### src/rtl/muldiv_sequencer.sv
// muldiv_sequencer
// ----------------
// Multicycle MULT/DIV engine for the multicycle MIPS core. The control FSM
// pulses start_mult or start_div for one cycle and then waits on busy/done.
// The engine retires one bit per cycle and owns the HI/LO registers.
//
// Multiply: radix-2 Booth, WIDTH steps, 2*WIDTH+1 bit accumulator shifted
//           arithmetically right one place per step.
// Divide:   restoring division on operand magnitudes, WIDTH steps, with the
//           sign fix-up folded into the final step (quotient truncates toward
//           zero, remainder follows the dividend's sign).
//
// Ports:
//   clk          clock
//   reset        synchronous, active-high; aborts any operation, clears HI/LO
//   start_mult   pulse: begin multiply op_a * op_b (wins over start_div)
//   start_div    pulse: begin divide op_a / op_b
//   op_a, op_b   operands, sampled on the edge that accepts a start
//   is_unsigned  (only with MULDIV_UNSIGNED_EN) treat operands as unsigned
//   busy         high while iterating (MULT or DIV state)
//   done         one-cycle pulse when the operation finishes
//   div_zero     one-cycle pulse with done when the divisor was zero
//   hi_lo_write  one-cycle pulse with done when HI/LO were updated
//   hi_out       HI register (product upper half / remainder)
//   lo_out       LO register (product lower half / quotient)
//
// Configuration:
//   MULDIV_UNSIGNED_EN  when defined, adds the is_unsigned input so the core
//                       can issue MULTU/DIVU. When undefined, every operation
//                       is signed.

module muldiv_sequencer #(
  parameter int WIDTH = 32
) (
  input  logic             clk,
  input  logic             reset,
  input  logic             start_mult,
  input  logic             start_div,
  input  logic [WIDTH-1:0] op_a,
  input  logic [WIDTH-1:0] op_b,
`ifdef MULDIV_UNSIGNED_EN
  input  logic             is_unsigned,
`endif
  output logic             busy,
  output logic             done,
  output logic             div_zero,
  output logic             hi_lo_write,
  output logic [WIDTH-1:0] hi_out,
  output logic [WIDTH-1:0] lo_out
);

  localparam int CW = (WIDTH > 1) ? $clog2(WIDTH) : 1;

  typedef enum logic [1:0] {
    IDLE,
    MULT,
    DIV,
    FINISH
  } state_t;

  state_t state, state_next;

  logic [CW-1:0]    count, count_next;
  logic             busy_next, done_next, div_zero_next, hi_lo_write_next;
  logic [WIDTH-1:0] hi_next, lo_next;

  logic uns_in;
  logic uns_r;
  logic a_sign_r;
  logic b_sign_r;

  // Booth datapath: accumulator holds {A[WIDTH:0], Q[WIDTH-1:0]}, with the
  // extra Booth bit q(-1) kept alongside.
  logic [2*WIDTH:0]   booth_acc;
  logic               booth_qm1;
  logic [WIDTH:0]     booth_mcand;
  logic [WIDTH:0]     booth_a;
  logic [WIDTH:0]     booth_sum;
  logic [2*WIDTH:0]   booth_next;
  logic [2*WIDTH-1:0] booth_fix;
  logic [2*WIDTH-1:0] product;

  // Restoring-division datapath on magnitudes.
  logic [WIDTH-1:0] div_rem;
  logic [WIDTH-1:0] div_quo;
  logic [WIDTH-1:0] div_dvs;
  logic [WIDTH:0]   div_shift;
  logic [WIDTH-1:0] div_rem_next;
  logic [WIDTH-1:0] div_quo_next;
  logic             q_neg;
  logic             r_neg;
  logic [WIDTH-1:0] quo_final;
  logic [WIDTH-1:0] rem_final;

  logic [WIDTH-1:0] mag_a;
  logic [WIDTH-1:0] mag_b;
  logic             accept_mult;
  logic             accept_div;
  logic             last_iter;

`ifdef MULDIV_UNSIGNED_EN
  assign uns_in = is_unsigned;
`else
  assign uns_in = 1'b0;
`endif

  assign accept_mult = (state == IDLE) && start_mult;
  assign accept_div  = (state == IDLE) && start_div && !start_mult && (op_b != '0);
  assign last_iter   = (count == CW'(WIDTH - 1));

  assign mag_a = (!uns_in && op_a[WIDTH-1]) ? (-op_a) : op_a;
  assign mag_b = (!uns_in && op_b[WIDTH-1]) ? (-op_b) : op_b;

  // One Booth step. For an unsigned multiply the W steps treat the multiplier
  // as signed, so its MSB weight is restored by adding the multiplicand at
  // bit position WIDTH (the zero-extended multiplier's extra Booth step).
  always_comb begin
    booth_a = booth_acc[2*WIDTH:WIDTH];
    case ({booth_acc[0], booth_qm1})
      2'b01:   booth_sum = booth_a + booth_mcand;
      2'b10:   booth_sum = booth_a - booth_mcand;
      default: booth_sum = booth_a;
    endcase
    booth_next = {booth_sum[WIDTH], booth_sum, booth_acc[WIDTH-1:1]};
    booth_fix  = (uns_r && b_sign_r) ? {booth_mcand[WIDTH-1:0], {WIDTH{1'b0}}} : '0;
    product    = booth_next[2*WIDTH-1:0] + booth_fix;
  end

  // One restoring-division step. The partial remainder is always below the
  // divisor, so WIDTH bits hold it; only the shifted value needs one more.
  always_comb begin
    div_shift = {div_rem, div_quo[WIDTH-1]};
    if (div_shift >= {1'b0, div_dvs}) begin
      div_rem_next = div_shift[WIDTH-1:0] - div_dvs;
      div_quo_next = {div_quo[WIDTH-2:0], 1'b1};
    end else begin
      div_rem_next = div_shift[WIDTH-1:0];
      div_quo_next = {div_quo[WIDTH-2:0], 1'b0};
    end
    q_neg     = !uns_r && (a_sign_r ^ b_sign_r);
    r_neg     = !uns_r && a_sign_r;
    quo_final = q_neg ? (-div_quo_next) : div_quo_next;
    rem_final = r_neg ? (-div_rem_next) : div_rem_next;
  end

  // Control state and all registered outputs.
  always_ff @(posedge clk) begin
    if (reset) begin
      state       <= IDLE;
      count       <= '0;
      busy        <= 1'b0;
      done        <= 1'b0;
      div_zero    <= 1'b0;
      hi_lo_write <= 1'b0;
      hi_out      <= '0;
      lo_out      <= '0;
    end else begin
      state       <= state_next;
      count       <= count_next;
      busy        <= busy_next;
      done        <= done_next;
      div_zero    <= div_zero_next;
      hi_lo_write <= hi_lo_write_next;
      hi_out      <= hi_next;
      lo_out      <= lo_next;
    end
  end

  // Next-state and next-output logic. Starts are only looked at in IDLE, so
  // a start during MULT/DIV/FINISH is simply dropped.
  always_comb begin
    state_next       = state;
    count_next       = count;
    busy_next        = 1'b0;
    done_next        = 1'b0;
    div_zero_next    = 1'b0;
    hi_lo_write_next = 1'b0;
    hi_next          = hi_out;
    lo_next          = lo_out;

    case (state)
      IDLE: begin
        if (start_mult) begin
          state_next = MULT;
          count_next = '0;
          busy_next  = 1'b1;
        end else if (start_div) begin
          count_next = '0;
          if (op_b == '0) begin
            state_next    = FINISH;
            done_next     = 1'b1;
            div_zero_next = 1'b1;
          end else begin
            state_next = DIV;
            busy_next  = 1'b1;
          end
        end
      end

      MULT: begin
        if (last_iter) begin
          state_next       = FINISH;
          done_next        = 1'b1;
          hi_lo_write_next = 1'b1;
          hi_next          = product[2*WIDTH-1:WIDTH];
          lo_next          = product[WIDTH-1:0];
        end else begin
          count_next = count + 1'b1;
          busy_next  = 1'b1;
        end
      end

      DIV: begin
        if (last_iter) begin
          state_next       = FINISH;
          done_next        = 1'b1;
          hi_lo_write_next = 1'b1;
          hi_next          = rem_final;
          lo_next          = quo_final;
        end else begin
          count_next = count + 1'b1;
          busy_next  = 1'b1;
        end
      end

      FINISH: begin
        state_next = IDLE;
      end

      default: begin
        state_next = IDLE;
      end
    endcase
  end

  // Iteration datapath: operands are captured on the accepting edge and
  // stepped once per edge while in MULT or DIV.
  always_ff @(posedge clk) begin
    if (reset) begin
      uns_r       <= 1'b0;
      a_sign_r    <= 1'b0;
      b_sign_r    <= 1'b0;
      booth_acc   <= '0;
      booth_qm1   <= 1'b0;
      booth_mcand <= '0;
      div_rem     <= '0;
      div_quo     <= '0;
      div_dvs     <= '0;
    end else if (accept_mult) begin
      uns_r       <= uns_in;
      a_sign_r    <= op_a[WIDTH-1];
      b_sign_r    <= op_b[WIDTH-1];
      booth_acc   <= {{(WIDTH+1){1'b0}}, op_b};
      booth_qm1   <= 1'b0;
      booth_mcand <= {(!uns_in && op_a[WIDTH-1]), op_a};
    end else if (accept_div) begin
      uns_r    <= uns_in;
      a_sign_r <= op_a[WIDTH-1];
      b_sign_r <= op_b[WIDTH-1];
      div_rem  <= '0;
      div_quo  <= mag_a;
      div_dvs  <= mag_b;
    end else if (state == MULT) begin
      booth_acc <= booth_next;
      booth_qm1 <= booth_acc[0];
    end else if (state == DIV) begin
      div_rem <= div_rem_next;
      div_quo <= div_quo_next;
    end
  end

endmodule

### config.mk
export PLATFORM = sky130hd
export DESIGN_NAME = muldiv_sequencer
export DESIGN_NICKNAME = d
export VERILOG_FILES = /design/src/rtl/muldiv_sequencer.sv
export SDC_FILE = /design/constraint.sdc
export NUM_CORES = 1
export LEC_CHECK = 0
export CAP_MARGIN = 40
export CORE_MARGIN = 1
export CORE_UTILIZATION = 40
export DETAILED_ROUTE_END_ITERATION = 8
export PLACE_DENSITY = 0.65
export SETUP_SLACK_MARGIN = 0.2
export SLEW_MARGIN = 20
export SYNTH_ARGS = -nofsm -noshare
export SYNTH_HDL_FRONTEND = slang
export SYNTH_SLANG_ARGS = --single-unit
### constraint.sdc
create_clock -name clk -period 6.62 [get_ports clk]
set_input_delay 0.993 -clock clk [delete_from_list [all_inputs] [get_ports clk]]
set_output_delay 0.993 -clock clk [all_outputs]
set_load 0.01 [all_outputs]
After elaboration in Yosys (flattened, before gate mapping)
Index checks and enable logic that the tools add are counted.

Add/sub/neg operators: 8. Order comparisons: 1. Eq/ne operators: 13. Muxes and demuxes: 45. Bitwise operators: 5. Reductions and logical operators: 24.

Operators with widths (number): 32-bit two-way mux (18); 32-bit negator (4); 32-bit one-hot mux with 2 select lines (2); 33-bit one-hot mux with 2 select lines (1); 32-bit by 32-bit adder with 33-bit output (1); 33-bit by 32-bit greater-or-equal comparator with 1-bit output (1); 32-bit by 32-bit subtractor with 33-bit output (1); 32-bit zero test (1); 32-bit nonzero test (1); 32-bit subtractor (1); 5-bit two-way mux (3); 1-bit two-way mux (14); 2-bit != test, second input constant (5); 5-bit one-hot mux with 2 select lines (1); 2-bit nonzero test (5); 3-bit AND reduction (3); 2-bit AND reduction (4); 2-bit OR reduction (4); 2-bit equality test, second input constant (3); 2-bit two-way mux (3); 2-bit one-hot mux with 3 select lines (1); 5-bit by 1-bit adder with 5-bit output, second input constant (1); 5-bit equality test, second input constant (1); 2-bit by 1-bit equality test with 1-bit output, second input constant (2); other kinds (8) (15).

Register bits after elaboration: 270. Bits of input ports: 68. Output and inout port bits: 68. Logic and storage cells: 113.

Depth between registers and ports, before layout
Gate-level depths: netlist of run 1.

Word-level depth: 6. Gate-level depth with buffers: 24. Depth with buffers taken out: 21.

Worst setup path after synthesis of run 1
OpenSTA, ideal clock, no wires.

Path kind: register to register. Start point: register div_dvs[17]. End point: register hi_out[30]. Library setup time: 101 ps. Arrival time: 4792 ps. Required time: 6519 ps. Setup slack: 1727 ps. Cell stages (with the launch flop): 24. Buffers on the path: 5. Clock period less this slack: 4893 ps. Path through: dfxtp_1 inv_1 ha_1 clkbuf_1 nand4_1 nor4_1 and3_1 a211o_1 a21o_4 buf_6 buf_6 buf_2 buf_2 mux2i_1 ha_1 nand2_1 or4_4 nor4_1 a21oi_1 or3_1 o41ai_2 xor2_1 and2_1 o41ai_1.

Cells in the longest elaborated chain, start to end: 6. Elaborated cells on any way between the ends: 7. Those cells by class: 2 x add/sub; 1 x order compare; 4 x mux.

Ends and longest elaborated chain: start: declaration (line 86) `logic [WIDTH-1:0] div_dvs;`; start signal: assignment (line 262) `div_dvs <= mag_b;`; 32-bit subtractor / 33-bit by 32-bit greater-or-equal comparator with 1-bit output (equally long branches) (line 134, 133); 32-bit two-way mux * (line 133) `if (div_shift >= {1'b0, div_dvs}) begin`; 32-bit negator (line 143) `rem_final = r_neg ? (-div_rem_next) : div_rem_next;`; 32-bit two-way mux * (line 143); 32-bit two-way mux * (line 214) `if (last_iter) begin`; 32-bit one-hot mux with 2 select lines * (line 181) `case (state)`; end signal: assignment (line 164) `hi_out <= hi_next;`; end: declaration (line 48) `output logic [WIDTH-1:0] hi_out,`.

Every way passes the cells marked *; elsewhere a longest branch is shown, timed or not. The select of a mux whose other input is x is not followed. A chain may end at the register's enable or synchronous reset.

Worst setup path after layout of run 1
Start point: register div_rem[12]. End point: register hi_out[30].

Cells in the longest elaborated chain, start to end: 6. Elaborated cells on any way between the ends: 7. Those cells by class: 2 x add/sub; 1 x order compare; 4 x mux.

Ends and longest elaborated chain: start: declaration (line 84) `logic [WIDTH-1:0] div_rem;`; start signal: assignment (line 267) `div_rem <= div_rem_next;`; 32-bit subtractor / 33-bit by 32-bit greater-or-equal comparator with 1-bit output (equally long branches) (line 134, 133); 32-bit two-way mux * (line 133); 32-bit negator (line 143); 32-bit two-way mux * (line 143); 32-bit two-way mux * (line 214); 32-bit one-hot mux with 2 select lines * (line 181).

Marks and branches as above.

==> impl_metrics.yaml, run 1 <==
worst_setup_path:
  arrival_ns: 6.00
  critPathSlowestCell: "a21o_4"
  critPathLaunchType: "flip-flop"
  path_buf_inv: 0
  crit_path_cell_trace: "ha_1 > and4_1 > nand4_1 > a2111oi_0 > a211o_2 > a21o_4 > mux2i_1 > ha_1 > nand2_1 > or4_4 > nor4_1 > a21oi_1 > or3_1 > o41ai_2 > xor2_1 > and2_1 > o41ai_1"
  required_ns: 7.09
  crit_fanout: 52
  crit_path_max_incr_delay_ns: 0.55
  cp_common_cell: "ha_1"
  cp_top_family: "compound AO/OA/AOI/OAI gates"
  crit_path_end_kind: "flip-flop"
  crit_type: "reg2reg"
pwr:
  power_density_nw_per_um2: 586
  ir_drop_mv: 0.367
  leakage_nw: 7.80
logic_synthesis:
  synth_ff_type: "dfxtp_1"
  synth_area_um2: 18600
  synth-async-reset-ratio_pct: 0
  synthTopCellsByArea: "dfxtp_1 29%, nor2_1 6.9%, a21oi_1 6.9%, nand2_1 6.6%, ha_1 5.2%"
  syn_area_per_cell_um2: 7.40
  synth_top_area_share_pct: 29.1
  yosys_warnings: 0
  synth.net_count: 2653
  ys_ff_latch: 270
  synthMostInstantiatedCell: "nor2_1"
  synth_top_cell_by_area: "dfxtp_1"
  synth_common_cells: "342 x nor2_1, 327 x nand2_1, 270 x dfxtp_1"
  synthCells: 2506
  ys_types: 88
  synth_edf_count: 0
  seq_area_frac_synth_pct: 29.1
finish:
  fin_util_pct: 46.9
  fin_nets: 2684
  antenna_cells: 0
  syn_to_final_growth_pct: 15.3
  drive_gt1_share_pct: 5.08
routing:
  drtIter0Drc: 1670
  drtPass1Iterations: 8
  drt-total-wl_um: 63600
  drc_errors: 0
  routedWlPerCell_um: 20.1
  antenna_left: 0
  via_count: 18500
  via_per_inst: 5.84
floorplanning:
  start_util_pct: 40.7
  coreArea_um2: 45600
  die-area_um2: 47300
  die_y_um: 217
  num_io_pins: 136
  num_rows: 78
  die_w_um: 217
timing:
  setup_viol: 0
  tightest_slew_ns: 0.907
  skew_ns: 0.0244
  slew_headroom_pct: 38.0
  fmax_ghz: 0.181
  finalCritPeriodShare_pct: 83.5
  rsz0062_at_grt: "no"
  hold_viol_final: 0
  hold_slack_ns: 0.461
  maxSlewViolCount: 0
  finalCriticalPeriod_ns: 5.53
  setup_tns_ns: 0
grt:
  grt_max_degree: 92
  grt_antenna_before_repair: 0
  grt_pass1_wl_um: 97800
  grt.overflow.total: 0
  grt_usage_pct: 26.2
  grt_pass1_vias: 17200
clock_network:
  cts_resized: 0
  cts_setup_buffers: 0
  insertion_delay_ns: 0.59
  clockBufferDepth: 3
  tritoncts: "yes"
  cts_num_sinks: 270
  numCtsBuffers: 31
  clkTransAtPathRegs_ns: 0.06
  h-tree-depth: 1
  cts-root-buf: "clkbuf_16"
  cts_hold_buf: 0
placement:
  io_buffers: 135
  dp_hpwl_um: 48600
  place_congestion: 0.962
hold_path:
  min_path_type: "reg2reg"
run_status:
  status: "complete, no violations"
run:
  maxCapViolations: 0
cell type report:
cell class	instances	area [µm²]
Fill cell	4521	24200
Multi-Input combinational cell	1998	12300
Sequential cell	270	5410
Timing Repair Buffer	164	1670
Clock buffer	42	877
Tap cell	600	751
Inverter	72	270
Clock inverter	14	155
state kept, by name, summed over array words and instances (netlist names):
name,cells
b_sign_r,1
booth_acc,64
a_sign_r,1
busy,1
hi_out,32
count,5
booth_mcand,32
booth_qm1,1
div_quo,32
state,2
div_zero,1
lo_out,32
div_rem,32
div_dvs,32
hi_lo_write,1
done,1
cell families after synthesis:
| kind of cell | count (synthesis) | share of synthesized area (%) |
|---|---|---|
| and+or+nand+nor | 955 | 23.2 |
| xor gates and xnor gates | 188 | 8.87 |
| DFF | 270 | 29.1 |
| muxes | 46 | 2.54 |
| adders and majority gates | 79 | 5.41 |
| buffers and inverters | 238 | 5.12 |
| AOI/OAI and AO/OA | 730 | 25.8 |
final timing paths:
path,startpoint,endpoint,slack (ns),cells after the start
worst max-delay path,div_rem[12],hi_out[30],1.09,17
worst min-delay path,div_dvs[21],div_dvs[21],0.46,2
worst max register to register,div_rem[12],hi_out[30],1.09,17
worst min register to register,div_dvs[21],div_dvs[21],0.46,2
metal layers:
layer	share of wire [%]	global-route usage, %
met2	47	44.2
met5	0	0
met4	2.6	7.16
met1	45	35.3
met3	5.6	2.82
power breakdown:
part	internal (W)	switching, W
Clock	0.00104	0.000715
Sequential	0.00190	0.000334
Combinational	0.00306	0.00549
Total	0.00600	0.00654
through the flow:
stage                     std cells  setup slack (ns)  cell area, µm²  power, W
final                          3160              1.09           21400    0.0125
after global routing           3160             0.914           21400    0.0133
after CTS                      3157              1.23           21300    0.0124
after detailed placement       3101              1.28           20300    0.0106
after global placement         3096              1.34           20200    0.0105
after floorplan                2506              1.73           18600   0.00840
worst min-delay path: cells and delay by family, from the launching register on:
| family | cells | cell delay [ns] |
|---|---|---|
| and+or+nand+nor | 1 | 0.05 |
| AOI/OAI and AO/OA | 1 | 0.05 |
| DFF | 1 | 0.31 |
placed cells by master, fill, tap and decap left out, drive strengths merged, types with 42 or more instances in the layout:
cell type	n
a211oi	115
xor2	86
o21ai	107
dfxtp	270
nor2	343
nor3	84
nand2	327
a21oi	255
clkdlybuf4s50	134
inv	73
clkbuf	42
ha	77
xnor2	102
(Power assumes the default switching activity.)
==> run 2, diff against run 1 <==
clock period = 5.5 ns   (was 6.62 ns; I/O delays follow)
==> run 2 against run 1 <==
Effect of this change:
- combinational power rose by 22%
- flip-flop and latch count did not move
- clock skew rose by 0.00055 ns
- first-iteration DRC count rose by 1.7%
- critical endpoint unchanged
==> impl_metrics.yaml, run 2 (same netlist as run 1, synthesis figures left out) <==
run_status:
  status: "complete, no violations"
clock_network:
  cts-root-buf: "clkbuf_16"
  tritoncts: "yes"
  h-tree-depth: 2
  clockBufferDepth: 3
  numCtsBuffers: 35
  cts_hold_buf: 0
  insertion_delay_ns: 0.56
  cts_resized: 0
  cts_setup_buffers: 0
  clkTransAtPathRegs_ns: 0.06
  cts_num_sinks: 270
hold_path:
  holdPathStages: 2
  min_path_type: "reg2reg"
  hp-start: "div_dvs[21]"
timing:
  skew_ns: 0.0250
  slew_headroom_pct: 40.2
  hold_slack_ns: 0.453
  hold_viol_final: 0
  maxSlewViolCount: 0
  tightest_slew_ns: 0.886
  setup_tns_ns: 0
  fmax_ghz: 0.197
  finalCriticalPeriod_ns: 5.08
  finalCritPeriodShare_pct: 92.4
  rsz0062_at_grt: "no"
  setup_viol: 0
routing:
  drtIter0Drc: 1698
  routedWlPerCell_um: 20.1
  drtPass1Iterations: 7
  drc_errors: 0
  antenna_left: 0
  via_count: 18600
  drt-total-wl_um: 63700
  via_per_inst: 5.88
grt:
  grt_max_degree: 86
  grt_pass1_vias: 17300
  grt_usage_pct: 26.4
  grt.overflow.total: 0
  grt_pass1_wl_um: 98700
  grt_antenna_before_repair: 1
placement:
  dp_hpwl_um: 48500
  place_congestion: 0.939
  io_buffers: 135
  place_inst: 3109
finish:
  fin_util_pct: 47.3
  layout.cells.non_filler: 3172
  antenna_cells: 0
  final_common_cell: "nor2_1"
  syn_to_final_growth_pct: 16.2
  layout_common_cells: "341 x nor2_1, 326 x nand2_1, 270 x dfxtp_1"
  fin_nets: 2694
  largest_register_ffs: 64
  top_register: "booth_acc"
  drive_gt1_share_pct: 5.60
worst_setup_path:
  crit_fanout: 14
  startpoint: "div_dvs[14]"
  critPathSlowestCell: "ha_1"
  arrival_ns: 5.51
  crit_path_max_incr_delay_ns: 0.46
  crit_path_cell_trace: "inv_1 > ha_1 > and4_1 > nand4_1 > a2111oi_0 > a211o_2 > a21o_4 > mux2i_1 > ha_1 > nand2_1 > or4_4 > nor4_1 > a21oi_1 > or3_1 > o41ai_2 > xor2_1 > and2_1 > o41ai_1"
  crit_path_end_kind: "flip-flop"
  critPathLaunchType: "flip-flop"
  rr_worst_depth: 18
  cp_common_cell: "ha_1"
  required_ns: 5.93
  crit_type: "reg2reg"
  reg2reg_from: "div_dvs[14]"
floorplanning:
  die_y_um: 217
  num_rows: 78
  die-area_um2: 47300
  start_util_pct: 40.7
  coreArea_um2: 45600
  num_io_pins: 136
  die_w_um: 217
pwr:
  power_density_nw_per_um2: 716
  ir_drop_mv: 0.382
  leakage_nw: 7.89
run:
  maxCapViolations: 0
[run 2: routing by layer]
| metal | up-vias | share of wire [%] | routed length, µm | GRT usage [%] |
|---|---|---|---|---|
| met5 | - | 0.027 | 17 | 0 |
| met4 | 2 | 2.9 | 1830 | 8.92 |
| met3 | 112 | 6.0 | 3840 | 3.61 |
| met2 | 633 | 46 | 29400 | 43.0 |
| met1 | 8870 | 45 | 28500 | 35.7 |
| li1 | 9028 | - | - | - |
[run 2: critical path: cells and delay by family, from the launching register on]
family | cells | cell delay (ns)
compound gates | 6 | 1.64
flops | 1 | 0.30
fa+ha+maj | 2 | 0.72
mux | 1 | 0.34
xor+xnor | 1 | 0.10
buf+inv | 1 | 0.06
simple gates | 7 | 1.78
[run 2: layout make-up]
type / instances / area (µm²)
Inverter: 72 / 270
Multi-Input combinational cell: 1998 / 12300
Clock buffer: 44 / 970
Clock inverter: 18 / 221
Sequential cell: 270 / 5410
Tap cell: 600 / 751
Timing Repair Buffer: 170 / 1690
Fill cell: 4472 / 24000
[run 2: worst paths after layout]
check	to	slack [ns]
worst min-delay path	div_dvs[21]	0.45
worst max register to register	hi_out[30]	0.42
worst min register to register	div_dvs[21]	0.45
worst max-delay path	hi_out[30]	0.42
[run 2: power breakdown]
group	internal, W	leakage [nW]	switching [W]
sequential	0.00229	2.20	0.000363
combinational	0.00372	5.11	0.00669
clock	0.00145	0.589	0.000941
total	0.00746	7.89	0.00799
[run 2: stage by stage]
stage / worst slack (ns) / total power [W] / area [µm²]
after floorplan: 0.607 / 0.0101 / 18600
after global placement: 0.702 / 0.0128 / 20300
after detailed placement: 0.557 / 0.0129 / 20400
after CTS: 0.540 / 0.0153 / 21500
after global routing: 0.246 / 0.0164 / 21600
final: 0.418 / 0.0155 / 21600
==> run 3, diff against run 2 <==
ABC_AREA = 1   (was default)
CTS_CLUSTER_SIZE = 30   (was default)
==> run 3 against run 2 <==
Effect of this change:
- cell count rose by 26%
- critical path depth up 10
- die area rose by 8.0%
- first-iteration DRC count rose by 1.1%
- maximum frequency up 8.9%
==> impl_metrics.yaml, run 3 <==
logic_synthesis:
  synth-async-reset-ratio_pct: 0
  synthTopCellsByArea: "dfxtp_1 27%, nand2_1 14%, inv_1 8.7%, a21oi_1 7.3%, o21ai_0 6.2%"
  synth_top_area_share_pct: 26.9
  syn_area_per_cell_um2: 6.15
  synth_common_cells: "758 x nand2_1, 463 x inv_1, 316 x nor2_1"
  synthMostInstantiatedCell: "nand2_1"
  synth_top_cell_by_area: "dfxtp_1"
  synthCells: 3259
  ys_types: 50
  synth_edf_count: 0
  synth_ff_type: "dfxtp_1"
  yosys_warnings: 0
  synth.net_count: 3406
  seq_area_frac_synth_pct: 26.9
  synth_area_um2: 20100
  ys_ff_latch: 270
timing:
  finalCriticalPeriod_ns: 4.67
  hold_viol_final: 0
  fmax_ghz: 0.214
  finalCritPeriodShare_pct: 84.9
  setup_tns_ns: 0
  setup_viol: 0
  slew_headroom_pct: 48.0
  maxSlewViolCount: 0
  skew_ns: 0.0143
  rsz0062_at_grt: "no"
  tightest_slew_ns: 0.780
floorplanning:
  coreArea_um2: 49200
  die_w_um: 226
  die-area_um2: 51000
  die_y_um: 226
  start_util_pct: 40.8
  num_rows: 81
  num_io_pins: 136
clock_network:
  clkTransAtPathRegs_ns: 0.06
  cts_resized: 0
  h-tree-depth: 2
  cts_setup_buffers: 0
  insertion_delay_ns: 0.55
  clockBufferDepth: 3
  tritoncts: "yes"
  cts-root-buf: "clkbuf_16"
  cts_num_sinks: 270
  numCtsBuffers: 34
  cts_hold_buf: 0
finish:
  layout.cells.non_filler: 4006
  final_common_cell: "nand2_1"
  fin_nets: 3468
  fin_area_um2: 23100
  antenna_cells: 0
  fill_cells: 5242
  largest_register_ffs: 64
  syn_to_final_growth_pct: 14.9
  layout_common_cells: "757 x nand2_1, 460 x inv_1, 316 x nor2_1"
  top_register: "booth_acc"
  drive_gt1_share_pct: 5.86
worst_setup_path:
  crit_fanout: 5
  reg2reg_from: "booth_mcand[2]"
  required_ns: 5.92
  rr_endpoint: "hi_out[31]"
  reg2reg_setup_slack_ns: 0.83
  critPathLaunchType: "flip-flop"
  cp_top_family: "compound AO/OA/AOI/OAI gates"
  startpoint: "booth_mcand[2]"
  path_buf_inv: 3
  arrival_ns: 5.09
  rr_worst_depth: 28
  crit_path_max_incr_delay_ns: 0.34
  critPathCapture: "hi_out[31]"
  crit_path_end_kind: "flip-flop"
  critPathSlowestCell: "ha_1"
  crit_type: "reg2reg"
  cp.depth: 28
run_status:
  status: "complete, no violations"
routing:
  via_count: 20900
  drtPass1Iterations: 6
  antenna_left: 0
  via_per_inst: 5.22
  drt-total-wl_um: 70700
  drc_errors: 0
  routedWlPerCell_um: 17.7
  drtIter0Drc: 1717
hold_path:
  min_path_type: "reg2reg"
placement:
  place_inst: 3947
  io_buffers: 135
  placed_cell_area_um2: 21900
  place_congestion: 0.984
  dp_hpwl_um: 54300
run:
  maxCapViolations: 0
grt:
  grt.overflow.total: 0
  grt_pass1_wl_um: 109000
  grt_max_degree: 82
  grt_pass1_vias: 18800
  grt_antenna_before_repair: 0
  grt_usage_pct: 27.6
-- run 3: changes by cell type after synthesis, moves of 27 or more --
cell,before,now
xnor2_1,102,24
nand2_1,327,758
mux2i_1,39,0
inv_1,72,463
o21ai_0,93,248
nand2b_1,27,0
nor3_1,83,49
a311oi_1,39,0
a211oi_1,114,80
nand3_1,29,187
a21oi_1,255,291
-- run 3: cells by family after synthesis --
logic type	count (synthesis)	share of synthesized area, %
adders and majority gates	79	5.00
AOI/OAI and AO/OA	725	20.3
and+or+nand+nor	1447	30.7
DFF	270	26.9
buffers and inverters	621	11.9
xor gates and xnor gates	117	5.11
-- run 3: area by class of cell --
| type | count | area [µm²] | share of cell area (%) |
|---|---|---|---|
| Multi-Input combinational cell | 2368 | 12300 | 53.4 |
| Sequential cell | 270 | 5410 | 23.4 |
| Inverter | 480 | 1800 | 7.82 |
| Timing Repair Buffer | 167 | 1650 | 7.15 |
| Clock buffer | 52 | 1010 | 4.38 |
| Tap cell | 664 | 831 | 3.60 |
| Clock inverter | 5 | 53.8 | 0.233 |
-- run 3: how the worst min path moves through the flow --
stage / start / endpoint / slack, ns / depth (start not counted)
floorplan: div_dvs[16] / div_dvs[16] / 0.43 / 2
global route: hi_out[17] / hi_out[17] / 0.48 / 2
global placement: booth_qm1 / booth_qm1 / 0.45 / 2
detailed placement: hi_out[17] / hi_out[17] / 0.46 / 2
finish: hi_out[10] / hi_out[10] / 0.46 / 2
CTS: hi_out[17] / hi_out[17] / 0.46 / 2
-- run 3: worst min-delay path, cell delays in order, from the launching register on --
cell     delay (ns)
dfxtp_1        0.30
nand2_1        0.06
a21oi_1        0.05
-- run 3: routing by layer --
layer / track usage, % / vias up / routed length (µm)
met5: 0 / - / 0
met4: 9.17 / 0 / 2090
met3: 3.27 / 110 / 4010
met2: 44.0 / 605 / 32000
met1: 38.4 / 9511 / 32600
li1: - / 10700 / -
-- run 3: metrics by stage --
step / util [%] / setup WS (ns) / hold slack, ns
2_1_floorplan: - / 1.56 / 0.433
3_3_place_gp: 44.6 / 0.869 / 0.452
3_5_place_dp: 44.6 / 0.907 / 0.455
4_1_cts: 46.8 / 0.871 / 0.464
5_1_grt: 46.9 / 0.239 / 0.475
6_report: 46.9 / 0.833 / 0.464
Power of run 3 is not shown: default switching activity piles up to over one toggle a cycle in this logic, so the estimate is an artifact.
